## src/rtl/cache_controller.sv

```systemverilog
// -----------------------------------------------------------------------------
// cache_controller
//   Control FSM between the CPU data port, a 32-line direct-mapped cache of
//   128-bit lines and a 32-bit main memory.
//   - Read hits are served in the request cycle (cache_re, no stall).
//   - Read misses fetch the 4-word line from memory, then pulse refill. The
//     following cycle sees hit=1 and completes the read.
//   - Writes are write-through and no-write-allocate. The word always goes to
//     memory. The cache word is updated only on a hit, in the cycle memory
//     accepts the write.
//
// Ports
//   clk, reset_n            rising-edge clock, asynchronous active-low reset
//   cpu_re/cpu_we           CPU request levels, held while stall=1
//   cpu_addr/cpu_wdata      CPU word address / write data
//   stall                   CPU must hold its request this cycle
//   hit                     cache tag match and valid for cpu_addr
//   cache_re/refill/update  cache read enable / line write / word write
//   tag/index/offset        cpu_addr split as [9:7] / [6:2] / [1:0]
//   line_data               assembled line; word k at [32k+31:32k]
//   write_data              cpu_wdata toward the cache
//   mem_req/mem_we          memory request (held until mem_ready) / direction
//   mem_addr/mem_wdata      memory word address / write data
//   mem_rdata/mem_ready     memory read data / transfer-done strobe
//   dbg_state               FSM state: 0=IDLE 1=FETCH 2=REFILL 3=WRITE
//
// Handshake: a memory transfer completes in a cycle where mem_req=1 and
// mem_ready=1. mem_req, mem_we and mem_addr stay stable until that cycle, and
// mem_ready is ignored whenever mem_req=0.
// -----------------------------------------------------------------------------
module cache_controller #(
    parameter int  LINE_W = 128,
    parameter int  DATA_W = 32,
    parameter int  ADDR_W = 10,
    parameter int  WORDS  = 4,
    localparam int OFF_W  = $clog2(WORDS),
    localparam int IDX_W  = 5,
    localparam int TAG_W  = ADDR_W - IDX_W - OFF_W
) (
    input  logic              clk,
    input  logic              reset_n,
    input  logic              cpu_re,
    input  logic              cpu_we,
    input  logic [ADDR_W-1:0] cpu_addr,
    input  logic [DATA_W-1:0] cpu_wdata,
    output logic              stall,
    input  logic              hit,
    output logic              cache_re,
    output logic              refill,
    output logic              update,
    output logic [TAG_W-1:0]  tag,
    output logic [IDX_W-1:0]  index,
    output logic [OFF_W-1:0]  offset,
    output logic [LINE_W-1:0] line_data,
    output logic [DATA_W-1:0] write_data,
    output logic              mem_req,
    output logic              mem_we,
    output logic [ADDR_W-1:0] mem_addr,
    output logic [DATA_W-1:0] mem_wdata,
    input  logic [DATA_W-1:0] mem_rdata,
    input  logic              mem_ready,
    output logic [1:0]        dbg_state
);

    typedef enum logic [1:0] {
        S_IDLE   = 2'd0,
        S_FETCH  = 2'd1,
        S_REFILL = 2'd2,
        S_WRITE  = 2'd3
    } state_e;

    state_e              state_q, state_d;
    logic [OFF_W-1:0]    cnt_q, cnt_d;
    logic [LINE_W-1:0]   line_q, line_d;

    logic stall_c, cache_re_c, refill_c, update_c, mem_req_c, mem_we_c;

    assign tag        = cpu_addr[ADDR_W-1 -: TAG_W];
    assign index      = cpu_addr[OFF_W +: IDX_W];
    assign offset     = cpu_addr[OFF_W-1:0];
    assign write_data = cpu_wdata;
    assign mem_wdata  = cpu_wdata;
    assign line_data  = line_q;
    assign dbg_state  = state_q;

    always_comb begin
        state_d    = state_q;
        cnt_d      = cnt_q;
        line_d     = line_q;
        stall_c    = 1'b0;
        cache_re_c = 1'b0;
        refill_c   = 1'b0;
        update_c   = 1'b0;
        mem_req_c  = 1'b0;
        mem_we_c   = 1'b0;
        mem_addr   = cpu_addr;
        case (state_q)
            S_IDLE: begin
                // A write wins over a simultaneous read request.
                if (cpu_we) begin
                    stall_c = 1'b1;
                    state_d = S_WRITE;
                end else if (cpu_re) begin
                    if (hit) begin
                        cache_re_c = 1'b1;
                    end else begin
                        stall_c = 1'b1;
                        cnt_d   = '0;
                        state_d = S_FETCH;
                    end
                end
            end
            S_FETCH: begin
                stall_c   = 1'b1;
                mem_req_c = 1'b1;
                // Line base from cpu_addr, word select from the counter.
                mem_addr  = {cpu_addr[ADDR_W-1:OFF_W], cnt_q};
                if (mem_ready) begin
                    for (int k = 0; k < WORDS; k++) begin
                        if (cnt_q == OFF_W'(k)) begin
                            line_d[k*DATA_W +: DATA_W] = mem_rdata;
                        end
                    end
                    // The counter wraps to 0 on the last word.
                    cnt_d = cnt_q + 1'b1;
                    if (cnt_q == OFF_W'(WORDS-1)) begin
                        state_d = S_REFILL;
                    end
                end
            end
            S_REFILL: begin
                refill_c = 1'b1;
                stall_c  = 1'b1;
                state_d  = S_IDLE;
            end
            S_WRITE: begin
                mem_req_c = 1'b1;
                mem_we_c  = 1'b1;
                // The CPU is released in the cycle memory accepts the write.
                stall_c   = !mem_ready;
                if (mem_ready) begin
                    update_c = hit;
                    state_d  = S_IDLE;
                end
            end
            default: state_d = S_IDLE;
        endcase
    end

    // Gating with reset_n forces the control outputs low for as long as reset
    // is asserted, which also aborts any memory transfer immediately.
    assign stall    = reset_n & stall_c;
    assign cache_re = reset_n & cache_re_c;
    assign refill   = reset_n & refill_c;
    assign update   = reset_n & update_c;
    assign mem_req  = reset_n & mem_req_c;
    assign mem_we   = reset_n & mem_we_c;

    always_ff @(posedge clk or negedge reset_n) begin
        if (!reset_n) begin
            state_q <= S_IDLE;
            cnt_q   <= '0;
            line_q  <= '0;
        end else begin
            state_q <= state_d;
            cnt_q   <= cnt_d;
            line_q  <= line_d;
        end
    end

endmodule
```

## config.mk

```make
export PLATFORM = sky130hd
export DESIGN_NAME = cache_controller
export DESIGN_NICKNAME = d
export VERILOG_FILES = /design/src/rtl/cache_controller.sv
export SDC_FILE = /design/constraint.sdc
export NUM_CORES = 1
export LEC_CHECK = 0
export BUFFER_PORTS_ARGS = -buffer_cell sky130_fd_sc_hd__buf_4
export CORE_ASPECT_RATIO = 1.5
export CORE_MARGIN = 10
export CORE_UTILIZATION = 29
export CTS_BUF_LIST = sky130_fd_sc_hd__clkbuf_4 sky130_fd_sc_hd__clkbuf_8
export CTS_CLUSTER_DIAMETER = 30
export DETAILED_ROUTE_END_ITERATION = 10
export SYNTH_ARGS = -nofsm -noshare
export SYNTH_HDL_FRONTEND = slang
export SYNTH_SLANG_ARGS = --single-unit
```

## constraint.sdc

```tcl
create_clock -name clk -period 1.9 [get_ports clk]
set_clock_uncertainty 0.05 [all_clocks]
set_input_delay 0 -clock clk [delete_from_list [all_inputs] [get_ports clk]]
set_output_delay 0 -clock clk [all_outputs]
set_load 0.01 [all_outputs]
```

==> results of run 1 <==
layer usage:
| layer | wire (um) | vias up |
|---|---|---|
| met4 | 346 | 0 |
| met3 | 1635 | 20 |
| met5 | 0 | - |
| met1 | 6298 | 1886 |
| li1 | - | 1682 |
| met2 | 9413 | 226 |
kinds of logic after synthesis:
family                     count (synthesis)  share of synthesized area [%]
muxes                                    130                          29.42
and+or+nand+nor                           24                          2.735
DFF                                      132                          50.84
buffers and inverters                    103                          14.06
AOI/OAI and AO/OA                         12                          1.213
adders and majority gates                  9                          1.733
worst min path at each step:
stage	cells after the start	from	slack, ns	end
2_1_floorplan	0	reset_n	-0.35	cnt_q[0]
3_3_place_gp	1	reset_n	-0.24	cnt_q[0]
3_5_place_dp	1	reset_n	-0.23	cnt_q[0]
4_1_cts	4	cpu_re	0.06	cnt_q[1]
5_1_grt	4	cpu_re	0.12	cnt_q[1]
6_report	4	cpu_re	0.11	cnt_q[1]
sequential cells by signal, summed over array words and instances, names as in the netlist:
name	count
line_data	128
cnt_q	2
dbg_state	2
layout make-up:
type / instances / area, sq um
Fill cell: 2048 / 13600
Sequential cell: 132 / 3303
Multi-Input combinational cell: 175 / 2283
Timing Repair Buffer: 263 / 2246
Tap cell: 276 / 345.3
Clock buffer: 19 / 261.5
Clock inverter: 12 / 153.9
Inverter: 7 / 26.28
power by group through the flow:
stage | sequential, mW | combinational (mW) | clock, mW
3_3_place_gp | 5.03 | 6.24 | 0
4_1_cts | 5.06 | 6.57 | 2.64
3_5_place_dp | 5.07 | 6.35 | 0
2_1_floorplan | 5.56 | 3.03 | 0
6_report | 5.05 | 6.43 | 2.54
5_1_grt | 5.23 | 6.88 | 2.74
timing repair:
action	4_1_cts	5_1_grt
pin swaps	0	0
gates resized for setup	1	1
endpoints found under the setup margin	4	64
endpoints found under the hold margin	344	0
hold buffers	77	0
Yosys cell counts:
master	number
ha_1	9
nor2b_1	1
inv_1	7
o221ai_1	1
o21ai_0	5
nor2_1	4
nor3_1	1
o2bb2a_1	1
buf_12	13
and2_1	2
mux2_4	120
nand2_8	4
and2_4	1
nand4_1	1
and2b_1	1
o21a_1	2
mux2_2	8
a21oi_1	1
o31ai_1	1
buf_6	1
o211ai_1	1
dfrtp_1	132
nand2_1	8
nand2b_1	1
buf_4	82
mux2i_1	2
layout by cell type, fill, tap and decap left out, drive strengths merged:
cell type,Yosys,layout
a21oi,1,1
and2,3,3
and2b,1,1
buf,96,186
bufinv,0,3
clkbuf,0,19
clkinv,0,7
dfrtp,132,132
dlygate4sd3,0,77
ha,9,9
inv,7,9
mux2,128,128
mux2i,2,2
nand2,12,12
nand2b,1,1
nand4,1,1
nor2,4,4
nor2b,1,1
nor3,1,1
o211ai,1,1
o21a,2,2
o21ai,5,5
o221ai,1,1
o2bb2a,1,1
o31ai,1,1
worst max-delay path: cells and delay by family (launching register included):
family | cells | cell delay (ns)
adder cells (fa/ha/maj) | 1 | 0.17
buffers and inverters | 1 | 0.10
flip-flops | 1 | 0.42
multiplexers | 1 | 0.39
AND/OR/NAND/NOR | 2 | 0.58
==> run_results.csv, run 1 <==
group,metric,value,unit
detailed_routing,via_per_inst,4.314,
clock_tree,clkLatencyLatePin,0.45,ns
global_routing,grt_pass1_wl,27110,um
power_and_ir_drop,finalPower,14.02,mW
critical_path,r2r-end,"line_data[83]",
clock_tree,clkTransAtPathRegs,0.08,ns
floorplanning,core,0.02222,sq mm
synthesis,synthCells,410,
clock_tree,tritoncts,"done",
power_and_ir_drop,p_comb_share,45.8,%
synthesis,avgSynthCellArea,15.85,sq um
placement,dp_hpwl,11900,um
detailed_routing,routedWlPerCell,20.02,um
global_routing,grt.overflow.total,0,
global_routing,grt_max_degree,70,
synthesis,netlist.top_cell.by_area,"dfrtp_1",
sta,tns,0,ns
cells_and_area,antenna_cells,0,
detailed_routing,vias,3814,
critical_path,criticalPathCategory,"flip-flop to flip-flop",
critical_path,r2r_start,"dbg_state[1]",
run_status,status,"finished, final reports clean",
power_and_ir_drop,leakage,4.503,nW
critical_path,arrival,2.15,ns
power_and_ir_drop,power_frac_seq,36.0,%
global_routing,top_usage_layer,"met2",
critical_path,crit_fanout,32,
detailed_routing,drtIter0Drc,153,
detailed_routing,detail_route.wirelength,17690,um
critical_path,cp_data_required_time,2.19,ns
power_and_ir_drop,p_switching,4.542,mW
synthesis,yosysSeqAreaShare,50.84,%
floorplanning,dieWidth,142.2,um
critical_path,slowest_stage,"dfrtp_1",
global_routing,grtUsageMet3,4.958,%
clock_tree,root_buffer,"clkbuf_8",
clock_tree,htreeDepth,4,
power_and_ir_drop,ir_drop,0.6431,mV
critical_path,reg2reg_depth,5,
critical_path,startpoint,"dbg_state[1]",
sta,hold_viol_final,0,
placement,place_inst,776,
sta,fin_crit_sh,97.92,%
sta,worst_slack,0.03954,ns
clock_tree,cts_buffers,17,
floorplanning,die_area,0.02892,sq mm
sta,setup_viol,0,
placement,port_buffers,179,
sta,worst_pin_slew,0.4239,ns
power_and_ir_drop,clockPowerShare,18.1,%
synthesis,yosysWarnings,0,
clock_tree,post_cts_buffers,0,
floorplanning,core.rowCount,67,
synthesis,synth_cell_type_count,26,
run,maxCapViolCount,0,
detailed_routing,drtPass1Iterations,4,
synthesis,synth_area,0.006497,sq mm
power_and_ir_drop,p_per_area,1627,mW/mm^2
global_routing,grt.total_usage,12.16,%
critical_path,cp-endpoint,"line_data[83]",
cells_and_area,fin_cells,884,
sta,rsz0062_at_grt,"yes",
cells_and_area,drive_gt1_share,57.89,%
critical_path,startpoint_type,"flip-flop",
critical_path,crit_chain,"inv_2 > ha_2 > and2_4 > nand2_8 > mux2_4",
power_and_ir_drop,internal-power,9.478,mW
sta,maxSlewHeadroom,71.67,%
global_routing,met2_usage,21.32,%
floorplanning,pin_count,300,
power_and_ir_drop,power_switching_share,32.40,%
detailed_routing,drc,0,
placement,place_congestion,0.7401,
critical_path,r2r_slack,0.04,ns
clock_tree,cts_buffer_depth,2,
sta,whs,0.1076,ns
synthesis,ys_ff_latch,132,
clock_tree,clock_sinks,132,
placement,pre_cts_ws,0.001255,ns
global_routing,antenna_found_initial,0,
critical_path,worst_path_largest_cell_delay,0.42,ns
global_routing,grt_pass1_vias,4494,
cells_and_area,fin_area,0.008620,sq mm
cells_and_area,post-route-util,38.80,%
sta,drv_slew,0,
synthesis,synth_top_area_share,50.84,%
critical_path,end_kind,"flip-flop",
synthesis,synthesis.nets,499,
synthesis,synth_area_leaders,"dfrtp_1, mux2_4, buf_4",
global_routing,use_met1,12.38,%
detailed_routing,drtAntennaViolNets,0,
cells_and_area,area_growth,32.66,%
placement,placed_area,0.007431,sq mm
sta,max_freq,537.5,MHz
floorplanning,start_util,29.25,%
cells_and_area,finish.net_count,685,
sta,min_period,1.860,ns
min_path,hp-class,"input pin to flip-flop",
floorplanning,chipHeight,203.3,um
No activity file was read; power rests on OpenSTA's default activity.
==> run 2: changes to the inputs <==
Settings changed: CORE_ASPECT_RATIO 1.5 to unset.
==> run 2 against run 1 <==
Die area down 0.43%. Sequential share of layout area down 0.074 points. First-iteration DRC count up 5.2%. Via count down 0.50%. Largest cell class unchanged. Routed wire length down 0.56%.
==> run_results.csv, run 2 (same netlist as run 1, synthesis figures left out) <==
group,metric,value,unit
clock_tree,clock_sinks,132,
critical_path,arrival,2.08,ns
global_routing,grt_pass1_vias,4441,
clock_tree,root_buffer,"clkbuf_8",
sta,worst_pin_slew,0.5976,ns
detailed_routing,vias,3795,
placement,dp_hpwl,11960,um
floorplanning,core,0.02196,sq mm
global_routing,grt_pass1_wl,27330,um
sta,rsz0062_at_grt,"yes",
run,maxCapViolCount,0,
detailed_routing,drtPass1Iterations,4,
cells_and_area,drive_gt1_share,58.36,%
detailed_routing,routedWlPerCell,19.75,um
power_and_ir_drop,p_per_area,1631,mW/mm^2
cells_and_area,largest_reg_flops,128,
cells_and_area,final_common_cell,"buf_4",
critical_path,cp_data_required_time,2.16,ns
floorplanning,chipHeight,169.7,um
cells_and_area,area_growth,32.97,%
clock_tree,cts_buffer_depth,2,
global_routing,grt.total_usage,12.01,%
floorplanning,pin_count,300,
detailed_routing,drtAntennaViolNets,0,
critical_path,criticalPathCategory,"flip-flop to flip-flop",
floorplanning,start_util,29.59,%
sta,hold_viol_final,0,
sta,drv_slew,0,
placement,place_inst,782,
sta,fin_crit_sh,95.65,%
cells_and_area,finish.net_count,686,
global_routing,grt.overflow.total,0,
cells_and_area,layout_common_cells,"buf_4, dfrtp_1, mux2_4",
global_routing,antenna_found_initial,0,
clock_tree,cts_buffers,17,
detailed_routing,detail_route.wirelength,17600,um
cells_and_area,nFillCells,2026,
cells_and_area,post-route-util,39.34,%
floorplanning,die_area,0.02879,sq mm
power_and_ir_drop,leakage,4.496,nW
critical_path,end_kind,"flip-flop",
clock_tree,tritoncts,"done",
power_and_ir_drop,ir_drop,0.7441,mV
clock_tree,htreeDepth,4,
detailed_routing,drc,0,
critical_path,startpoint_type,"flip-flop",
clock_tree,post_cts_buffers,0,
clock_tree,clkLatencyLatePin,0.42,ns
sta,maxSlewHeadroom,60.16,%
clock_tree,clkTransAtPathRegs,0.08,ns
detailed_routing,via_per_inst,4.259,
sta,setup_viol,0,
min_path,hp-class,"input pin to flip-flop",
floorplanning,core.rowCount,54,
sta,min_period,1.817,ns
sta,whs,0.06936,ns
floorplanning,dieWidth,169.7,um
critical_path,crit_fanout,32,
placement,place_congestion,0.7772,
placement,port_buffers,179,
detailed_routing,drtIter0Drc,161,
sta,max_freq,550.2,MHz
global_routing,grt_max_degree,82,
run_status,status,"finished, final reports clean",
cells_and_area,fin_cells,891,
-- run 2: cell type report --
class | instances | area, sq um | share of cell area [%]
diodes | 1 | 2.502 | 0.02896
clock buffers | 18 | 247.7 | 2.867
clock inverters | 14 | 176.4 | 2.042
inverters | 7 | 26.28 | 0.3041
multi-input cells | 175 | 2293 | 26.55
flip-flops and latches | 132 | 3304 | 38.25
well taps | 280 | 350.3 | 4.055
repair buffers | 264 | 2238 | 25.91
-- run 2: final timing paths --
kind / start / cells past startpoint / to / slack [ns]
max in group asynchronous: reset_n / 3 / dbg_state[0] / 0.91
setup / recovery: dbg_state[0] / 4 / line_data[41] / 0.08
min in group asynchronous: reset_n / 3 / line_data[68] / 0.23
hold / removal: hit / 5 / cnt_q[0] / 0.07
hold reg to reg: line_data[76] / 1 / line_data[76] / 0.47
setup reg to reg: dbg_state[0] / 4 / line_data[41] / 0.08
-- run 2: routing by layer --
metal  vias up  wire length (um)  track usage (%)
li1       1689                 -                -
met1      1895              7890            15.32
met2       202              8026            18.50
met3         9              1540            4.885
met4         0               138            3.014
met5         -                 0                0
-- run 2: metrics by stage --
stage	setup WS [ns]	power, mW	cell area [sq um]	setup TNS, ns
floorplan	0.09556	8.596	6497	0
finish	0.08260	14.09	8640	0
CTS	0.009794	14.32	8623	0
global placement	0.06610	11.32	7438	0
global route	-0.03408	14.95	8637	-0.03408
detailed placement	0.03301	11.48	7438	0
-- run 2: worst max-delay path, cell delays in order (launching register included) --
cell,delay (ns)
dfrtp_2,0.46
ha_1,0.23
and2_4,0.22
nand2_8,0.30
mux2_2,0.38
-- run 2: power by group --
part | internal (mW) | switching [mW] | total, mW
Combinational | 3.95 | 2.50 | 6.45
Sequential | 4.18 | 0.913 | 5.09
Clock | 1.35 | 1.20 | 2.55
-- run 2: timing repair --
item	in CTS	in global routing
gates resized for setup	0	4
hold buffers	76	0
hold endpoints to repair	344	0
setup endpoints to repair	0	65
